$ cat config.mk
export PLATFORM = sky130hd
export DESIGN_NAME = bus_controller
export DESIGN_NICKNAME = d
export VERILOG_FILES = /design/src/rtl/bus_controller.sv
export SDC_FILE = /design/constraint.sdc
export NUM_CORES = 1
export LEC_CHECK = 0
export CAP_MARGIN = 25
export CELL_PAD_IN_SITES_DETAIL_PLACEMENT = 0
export CELL_PAD_IN_SITES_GLOBAL_PLACEMENT = 1
export CORE_MARGIN = 5
export CORE_UTILIZATION = 35
export CTS_BUF_LIST = sky130_fd_sc_hd__clkbuf_8
export CTS_CLUSTER_DIAMETER = 80
export CTS_CLUSTER_SIZE = 8
export DETAILED_ROUTE_END_ITERATION = 8
export GPL_TIMING_DRIVEN = 0
export PLACE_DENSITY_LB_ADDON = 0.1
export SETUP_SLACK_MARGIN = 0.2
export SLEW_MARGIN = 20
export SYNTH_ARGS = -nofsm -noshare
export SYNTH_HDL_FRONTEND = slang
export SYNTH_SLANG_ARGS = --single-unit
$ cat constraint.sdc
create_clock -name Clock -period 6.9 [get_ports Clock]
set_input_delay 1.38 -clock Clock [delete_from_list [all_inputs] [get_ports Clock]]
set_output_delay 1.38 -clock Clock [all_outputs]
set_load 0.05 [all_outputs]
$ cat src/rtl/bus_controller.sv
// ---------------------------------------------------------------------------
// bus_controller
//
// Sequences the multiplexed 16-bit external memory bus for two internal
// requesters: instruction fetch and data load/store. Data has fixed priority
// over fetch. Every access runs IDLE -> ADDR -> DATA -> RECOVER. DATA can be
// stretched by programmable wait states and by the external nWait pin. An
// access that waits too long is ended with a bus error.
//
// Parameters
//   WAIT_STATES : forced wait cycles at the start of DATA (0..255)
//   MAX_WAIT    : nWait-low cycles allowed after the forced waits before the
//                 access times out (1..255)
//
// Ports
//   Clock, nReset          : clock (rising edge), async active-low reset
//   FetchReq/FetchAddr     : fetch request level and address
//   FetchAck               : one-cycle fetch completion pulse
//   DataReq/DataWr/DataAddr/DataWData : data request, direction, address,
//                            write data
//   DataAck                : one-cycle data completion pulse
//   RData                  : read data, held until the next read capture
//   BusErr                 : pulses with the Ack of a timed-out access
//   BusOut/BusIn           : external bus value out / sampled in
//   ALE, nME, nOE, nWE, ENB: external bus strobes and pad drive enable
//   nWait                  : external wait request, active low
//   Busy                   : high whenever the controller is not IDLE
// ---------------------------------------------------------------------------
module bus_controller #(
    parameter int unsigned WAIT_STATES = 0,
    parameter int unsigned MAX_WAIT    = 15
) (
    input  logic        Clock,
    input  logic        nReset,
    input  logic        FetchReq,
    input  logic [15:0] FetchAddr,
    output logic        FetchAck,
    input  logic        DataReq,
    input  logic        DataWr,
    input  logic [15:0] DataAddr,
    input  logic [15:0] DataWData,
    output logic        DataAck,
    output logic [15:0] RData,
    output logic        BusErr,
    output logic [15:0] BusOut,
    input  logic [15:0] BusIn,
    output logic        ALE,
    output logic        nME,
    output logic        nOE,
    output logic        nWE,
    output logic        ENB,
    input  logic        nWait,
    output logic        Busy
);

    typedef enum logic [1:0] {
        S_IDLE    = 2'd0,
        S_ADDR    = 2'd1,
        S_DATA    = 2'd2,
        S_RECOVER = 2'd3
    } state_t;

    localparam logic [7:0] WAIT_INIT = 8'(WAIT_STATES);
    localparam logic [7:0] WAIT_MAX  = 8'(MAX_WAIT);

    state_t      r_state;
    logic [15:0] r_addr;
    logic [15:0] r_wdata;
    logic        r_wr;       // latched direction, 1 = write
    logic        r_is_data;  // latched requester, 1 = data, 0 = fetch
    logic [7:0]  r_wait_cnt; // forced wait cycles still to run
    logic [7:0]  r_to_cnt;   // nWait-low cycles seen after the forced waits

    logic        w_grant_data;
    logic        w_wait_done;
    logic        w_timeout;
    logic        w_finish;

    // NOTE: everything below that reads state is pure combinational decode;
    // every signal gets a value on every path so no latch can be inferred.
    always_comb begin
        w_grant_data = DataReq;
        w_wait_done  = (r_wait_cnt == 8'd0);
        w_timeout    = 1'b0;
        w_finish     = 1'b0;
        if (r_state == S_DATA && w_wait_done) begin
            // The timeout fires on the nWait-low cycle that brings the
            // counter up to MAX_WAIT, so exactly MAX_WAIT such cycles run.
            w_timeout = !nWait && ((r_to_cnt + 8'd1) == WAIT_MAX);
            w_finish  = nWait || w_timeout;
        end
    end

    assign Busy = (r_state != S_IDLE);

    // NOTE: sequential state uses non-blocking assignments only, so every
    // register sees the values from before the edge regardless of order.
    always_ff @(posedge Clock or negedge nReset) begin
        if (!nReset) begin
            r_state    <= S_IDLE;
            r_addr     <= 16'h0000;
            r_wdata    <= 16'h0000;
            r_wr       <= 1'b0;
            r_is_data  <= 1'b0;
            r_wait_cnt <= 8'd0;
            r_to_cnt   <= 8'd0;
            ALE        <= 1'b0;
            nME        <= 1'b1;
            nOE        <= 1'b1;
            nWE        <= 1'b1;
            ENB        <= 1'b0;
            BusOut     <= 16'h0000;
            RData      <= 16'h0000;
            FetchAck   <= 1'b0;
            DataAck    <= 1'b0;
            BusErr     <= 1'b0;
        end else begin
            // Completion pulses last a single cycle.
            FetchAck <= 1'b0;
            DataAck  <= 1'b0;
            BusErr   <= 1'b0;

            case (r_state)
                S_IDLE: begin
                    if (DataReq || FetchReq) begin
                        r_is_data <= w_grant_data;
                        r_wr      <= w_grant_data && DataWr;
                        r_addr    <= w_grant_data ? DataAddr : FetchAddr;
                        r_wdata   <= DataWData;
                        r_state   <= S_ADDR;
                        // Strobes are registered, so drive the ADDR values now.
                        ALE       <= 1'b1;
                        nME       <= 1'b0;
                        ENB       <= 1'b1;
                        BusOut    <= w_grant_data ? DataAddr : FetchAddr;
                    end
                end

                S_ADDR: begin
                    r_wait_cnt <= WAIT_INIT;
                    r_to_cnt   <= 8'd0;
                    r_state    <= S_DATA;
                    ALE        <= 1'b0;
                    if (r_wr) begin
                        ENB    <= 1'b1;
                        BusOut <= r_wdata;
                        nWE    <= 1'b0;
                    end else begin
                        // Pads are released on the same edge that nOE falls;
                        // both are registered so they never overlap.
                        ENB    <= 1'b0;
                        BusOut <= 16'h0000;
                        nOE    <= 1'b0;
                    end
                end

                S_DATA: begin
                    if (!w_wait_done) begin
                        r_wait_cnt <= r_wait_cnt - 8'd1;
                    end else if (w_finish) begin
                        r_state  <= S_RECOVER;
                        nME      <= 1'b1;
                        nOE      <= 1'b1;
                        nWE      <= 1'b1;
                        ENB      <= 1'b0;
                        BusOut   <= 16'h0000;
                        FetchAck <= !r_is_data;
                        DataAck  <= r_is_data;
                        BusErr   <= w_timeout;
                        if (!r_wr) begin
                            RData <= w_timeout ? 16'hFFFF : BusIn;
                        end
                    end else begin
                        r_to_cnt <= r_to_cnt + 8'd1;
                    end
                end

                S_RECOVER: begin
                    r_state <= S_IDLE;
                end

                default: begin
                    r_state <= S_IDLE;
                end
            endcase
        end
    end

    // The core must never drive the pads while the memory drives them.
    ast_enb_noe: assert property (@(posedge Clock) disable iff (!nReset)
        !(ENB && !nOE));

endmodule

# == Yosys cells after proc, flatten, opt, wreduce, memory -nomap -nowiden ==
# Index checks and enable logic that the tools add are counted.
# classes
div,0
addsub,2
n_shift,0
magnitude_cmp,0
n_mul,0
bitwise_logic,1
n_reduce_logical,24
mux,41
n_eq_ne,11
# op_table
operator,n
16-bit 2-to-1 mux,6
16-bit case mux with 3 select lines,1
8-bit case mux with 2 select lines,2
8-bit 2-to-1 mux,3
1-bit 2-to-1 mux,20
4-bit AND reduction,5
"2-bit inequality test, second input constant",7
"8-bit by 1-bit adder with 8-bit output, second input constant",1
"8-bit by 4-bit == test with 1-bit output, second input constant",1
8-bit zero test,1
1-bit case mux with 2 select lines,4
2-bit case mux with 4 select lines,1
2-bit nonzero test,4
"8-bit by 1-bit subtractor with 8-bit output, second input constant",1
2-bit 2-to-1 mux,3
2-bit AND reduction,3
3-bit AND reduction,2
"2-bit == test, second input constant",2
1-bit logical AND,3
1-bit case mux with 3 select lines,1
3-bit nonzero test,1
"2-bit by 1-bit == test with 1-bit output, second input constant",1
1-bit zero test,2
2-bit zero test,1
2 further kinds,3
# totals
mem_count,0
mem_bits_rw,0
romBits,0
in_bits,70
latchBits,0
wordCells,95
regBits,76

# == Logic depth before layout (Yosys ltp) ==
# logic_depth
ltp_word,8
ltp_mapped,9

# == Worst setup path after synthesis ==
# No wires, ideal clock.
# synth_timing
kind,input port to flip-flop
from,input port DataReq
to,register BusOut[10]
path_stages,5
setup_slack_ns,4.003
required_time_ns,6.775
setup_time_ns,0.125
arrival_ns,2.772
n_path_buf,2
path_cell_list,clkbuf_1 -> buf_1 -> mux2i_1 -> o21ai_0 -> mux2_4
# synth_via
elab_chain_len,3
elab_cells_between_ends,6
classes_between,1 x eq/ne; 3 x mux; 2 x reduce/logical
# synth_lines
item,line,source
"start, declared",38,"input logic DataReq,"
16-bit 2-to-1 mux / 1-bit logical OR (equally long branches),"135, 125",
16-bit 2-to-1 mux / 2-bit inequality test (equally long branches),n/a,
16-bit case mux with 3 select lines / 4-bit AND reduction (equally long branches),n/a,
"end signal, assigned",135,BusOut <= w_grant_data ? DataAddr : FetchAddr;
"end signal, assigned",146,BusOut <= r_wdata;
"end, declared",45,"output logic [15:0] BusOut,"
# Several ways; a longest one is shown, not always the timed one. The select of a mux whose other input is x is not followed.
# A chain may end at the register's enable or synchronous reset.

# == Worst setup path in the final report ==
# layout_timing
from,register r_state[0]
to,output port Busy
# layout_via
elab_chain_len,1
# layout_lines
item,line,source
"start, declared",66,state_t r_state;
"start signal, assigned",100,r_state <= S_IDLE;
"start signal, assigned",130,r_state <= S_ADDR;
"start signal, assigned",142,r_state <= S_DATA;
2-bit nonzero test,94,assign Busy = (r_state != S_IDLE);
"end, declared",53,output logic Busy
# No other way between the ends.

==> results.md <==
- Status: finished, final reports clean
- Worst path cell trace: inv_1 > ha_1 > inv_1 > clkdlybuf4s50_1
- Tcrit/Tclk final: 0.4914
- Post-synth EDFFs: 0
- Max_cap viols: 0
- Vias/cell: roughly 4.8
- Cell area after synthesis: between 3000 and 4000 um2
- Vias in the first global route: 2999
- Area growth, synth to finish: 40.62%
- Clock sink total: 76
- CTS Buffer Depth: 2
- # setup viols final: 0
- Critical Path Most Common Cell: inv_1
- Routability Congestion: 0.7767
- Root buffer cell: clkbuf_8
- Number of diodes: 0
- Max frequency: 0.2949 GHz
- Core area: around 10000 um2
- Hold crit path type: reg2reg
- DIE AREA: 12850 um2
- Mapped Cells: 320
- Largest net degree at the start of global routing: 54
- Die X: 113.4 um
- Top cells by count, synth: 73 x dfrtp_1, 35 x nand2_1, 27 x o21ai_0
- Non-filler instance count after layout: 583
- Setup TNS: 0 ns
- Worst-path clk slew: 0.08 ns
- # resized after CTS: 0
- Initial Utilization: 0.3606
- Mapped Nets: 399
- Aggregate global-route resource usage: 0.1462
- Starting DRC count in detailed routing: between 70 and 80
- Final nets: roughly 520
- Static Leak: approximately 2.3 nW
- DP Cell Count: between 500 and 600
- Synth warn: 0
- WS Path Type: reg2out
- Post-layout util: 0.5071
- Post-synth top area cell: dfrtp_1
- Antenna Nets Post-Route: 0
- Routed WL per cell: 15.48 um
- Critical Path Fanout Max: 4
- Sequential fraction of the synthesis area: 0.5095
- Die Ht: 113.4 um
- Synth top area share: 0.4885
- Crit path max-delay cell type: clkdlybuf4s50_1
- CP Launch Type: register
- Grt total ovfl: 0
- Crit path buf inv count: 3
- Vias after detailed routing: approximately 2800
- Post-CTS Setup Bufs: 0
- RSZ-0062 raised after global routing: no
- Number of cell rows: 37
- Count leader, synth: dfrtp_1
- Max stage delay on crit path: 0.84 ns
- Top post-synthesis cells by area: dfrtp_1 49%, mux2_2 7.5%, mux2i_1 5.6%
- Worst rel slew slack: 0.4565
- H-tree depth: 3
- Async S/R FF share, synth: 1.000
- Synth cell types: 50
- Flop-to-flop setup slack: 3.83 ns
- Power per Cell Area: ~450 nW/um2
- Family with the most delay on the worst path: buffers and inverters
- CP endpoint kind: output port
- #FFs+latches synth: 76
- Final slew viol count: 0
- First-pass GRT wire length: 15.09 mm
- Clock period minus worst slack: 3.391 ns
- Worst skew pair latency: 0.35 ns
- DR pass1 iterations: 4
- Final wirelength: approximately 9 mm
- Port Buffers: 110
- Top_reg_cell synth: dfrtp_1
- Peak VDD IR: 0.2215 mV
- Final HPWL DP: ~6.7 mm
- Slew @ Worst Pin: around 0.81 ns
- Fraction of final layout cells sized beyond drive strength 1: 0.1566
- WP data arrival: 2.01 ns
- Synthesized area per cell: 11.69 um2
- Final Skew: approximately 0.015 ns
- Initial antenna violation count: 0
- CP required: approximately 5.5 ns
- CTS Buf Count: 9
- # IOs: 111
- CTS tree: done
- Hold buffers post-CTS: 0
- DRC viols: 0
- Endpoints failing hold: 0
- WHS: 0.4822 ns
==> state kept, by name, indices dropped and copies added (netlist names) <==
name and flops:
r_wdata 16, r_wait_cnt 8, BusErr 1, r_is_data 1
r_state 2, ENB 1, r_wr 1, ALE 1
RData 16, nME 1, BusOut 16, nWE 1
FetchAck 1, DataAck 1, nOE 1, r_to_cnt 8
==> final timing paths <==
check,startpoint,end,depth (start not counted)
min in group asynchronous,nReset,BusOut[15],1
min reg2reg,r_is_data,FetchAck,1
max in group asynchronous,nReset,nME,2
max,r_state[0],Busy,4
min,r_is_data,FetchAck,1
max reg2reg,r_to_cnt[2],BusOut[10],7
==> kinds of logic after synthesis <==
| logic type | synth area share |
|---|---|
| flops | 0.5095 |
| fa+ha+maj | 0.03011 |
| mux | 0.1676 |
| buf+inv | 0.03245 |
| xor+xnor | 0.01873 |
| compound gates | 0.1332 |
| simple gates | 0.1084 |
==> per-layer routing <==
layer  GRT usage  vias to the layer above  share of wire
met4     0.04327                        0          0.010
li1            -                     1391              -
met2      0.2358                       60           0.48
met5           0                        -              0
met1      0.1870                     1345           0.45
met3     0.04987                        7          0.059
==> power breakdown <==
group          leakage [nW]  switching [W]  total, W  internal [W]
registers             0.935      0.0000983  0.000723      0.000625
logic                  1.21       0.000723   0.00125      0.000527
clock network         0.110       0.000176  0.000381      0.000206
total                  2.26       0.000997   0.00236       0.00136
==> per-stage QoR <==
| stage | total power, W | worst slack (ns) | area [um2] |
|---|---|---|---|
| after detailed placement | 0.002002 | 3.145 | 5036 |
| final | 0.002355 | 3.509 | 5259 |
| after floorplan | 0.001596 | 4.003 | 3740 |
| after global placement | 0.001988 | 1.610 | 5011 |
| after global routing | 0.002507 | 3.347 | 5259 |
| after CTS | 0.002397 | 3.484 | 5259 |
==> cells in the final DEF (no fill, tap or decap), types with 4 or more instances in the layout <==
cell type,synthesis,layout
clkdlybuf4s50_1,0,109
dfrtp_1,73,73
nand2_1,35,35
o21ai_0,27,27
mux2_2,25,25
mux2i_1,21,21
o22a_1,16,16
inv_1,11,11
nor2_1,11,11
clkbuf_1,10,10
mux2_4,9,9
ha_1,9,9
clkbuf_8,0,9
a21oi_1,7,7
nor3_1,5,5
xor2_1,4,4
xnor2_1,4,4
==> final cells by class <==
cell class | instances | area [um2]
Timing Repair Buffer | 111 | 1126
Buffer | 14 | 62.56
Clock inverter | 7 | 98.84
Multi-Input combinational cell | 218 | 1713
Inverter | 12 | 58.81
Clock buffer | 9 | 123.9
Sequential cell | 76 | 1906
Tap cell | 136 | 170.2
Fill cell | 1007 | 5111
No activity file was read; power rests on OpenSTA's default activity.
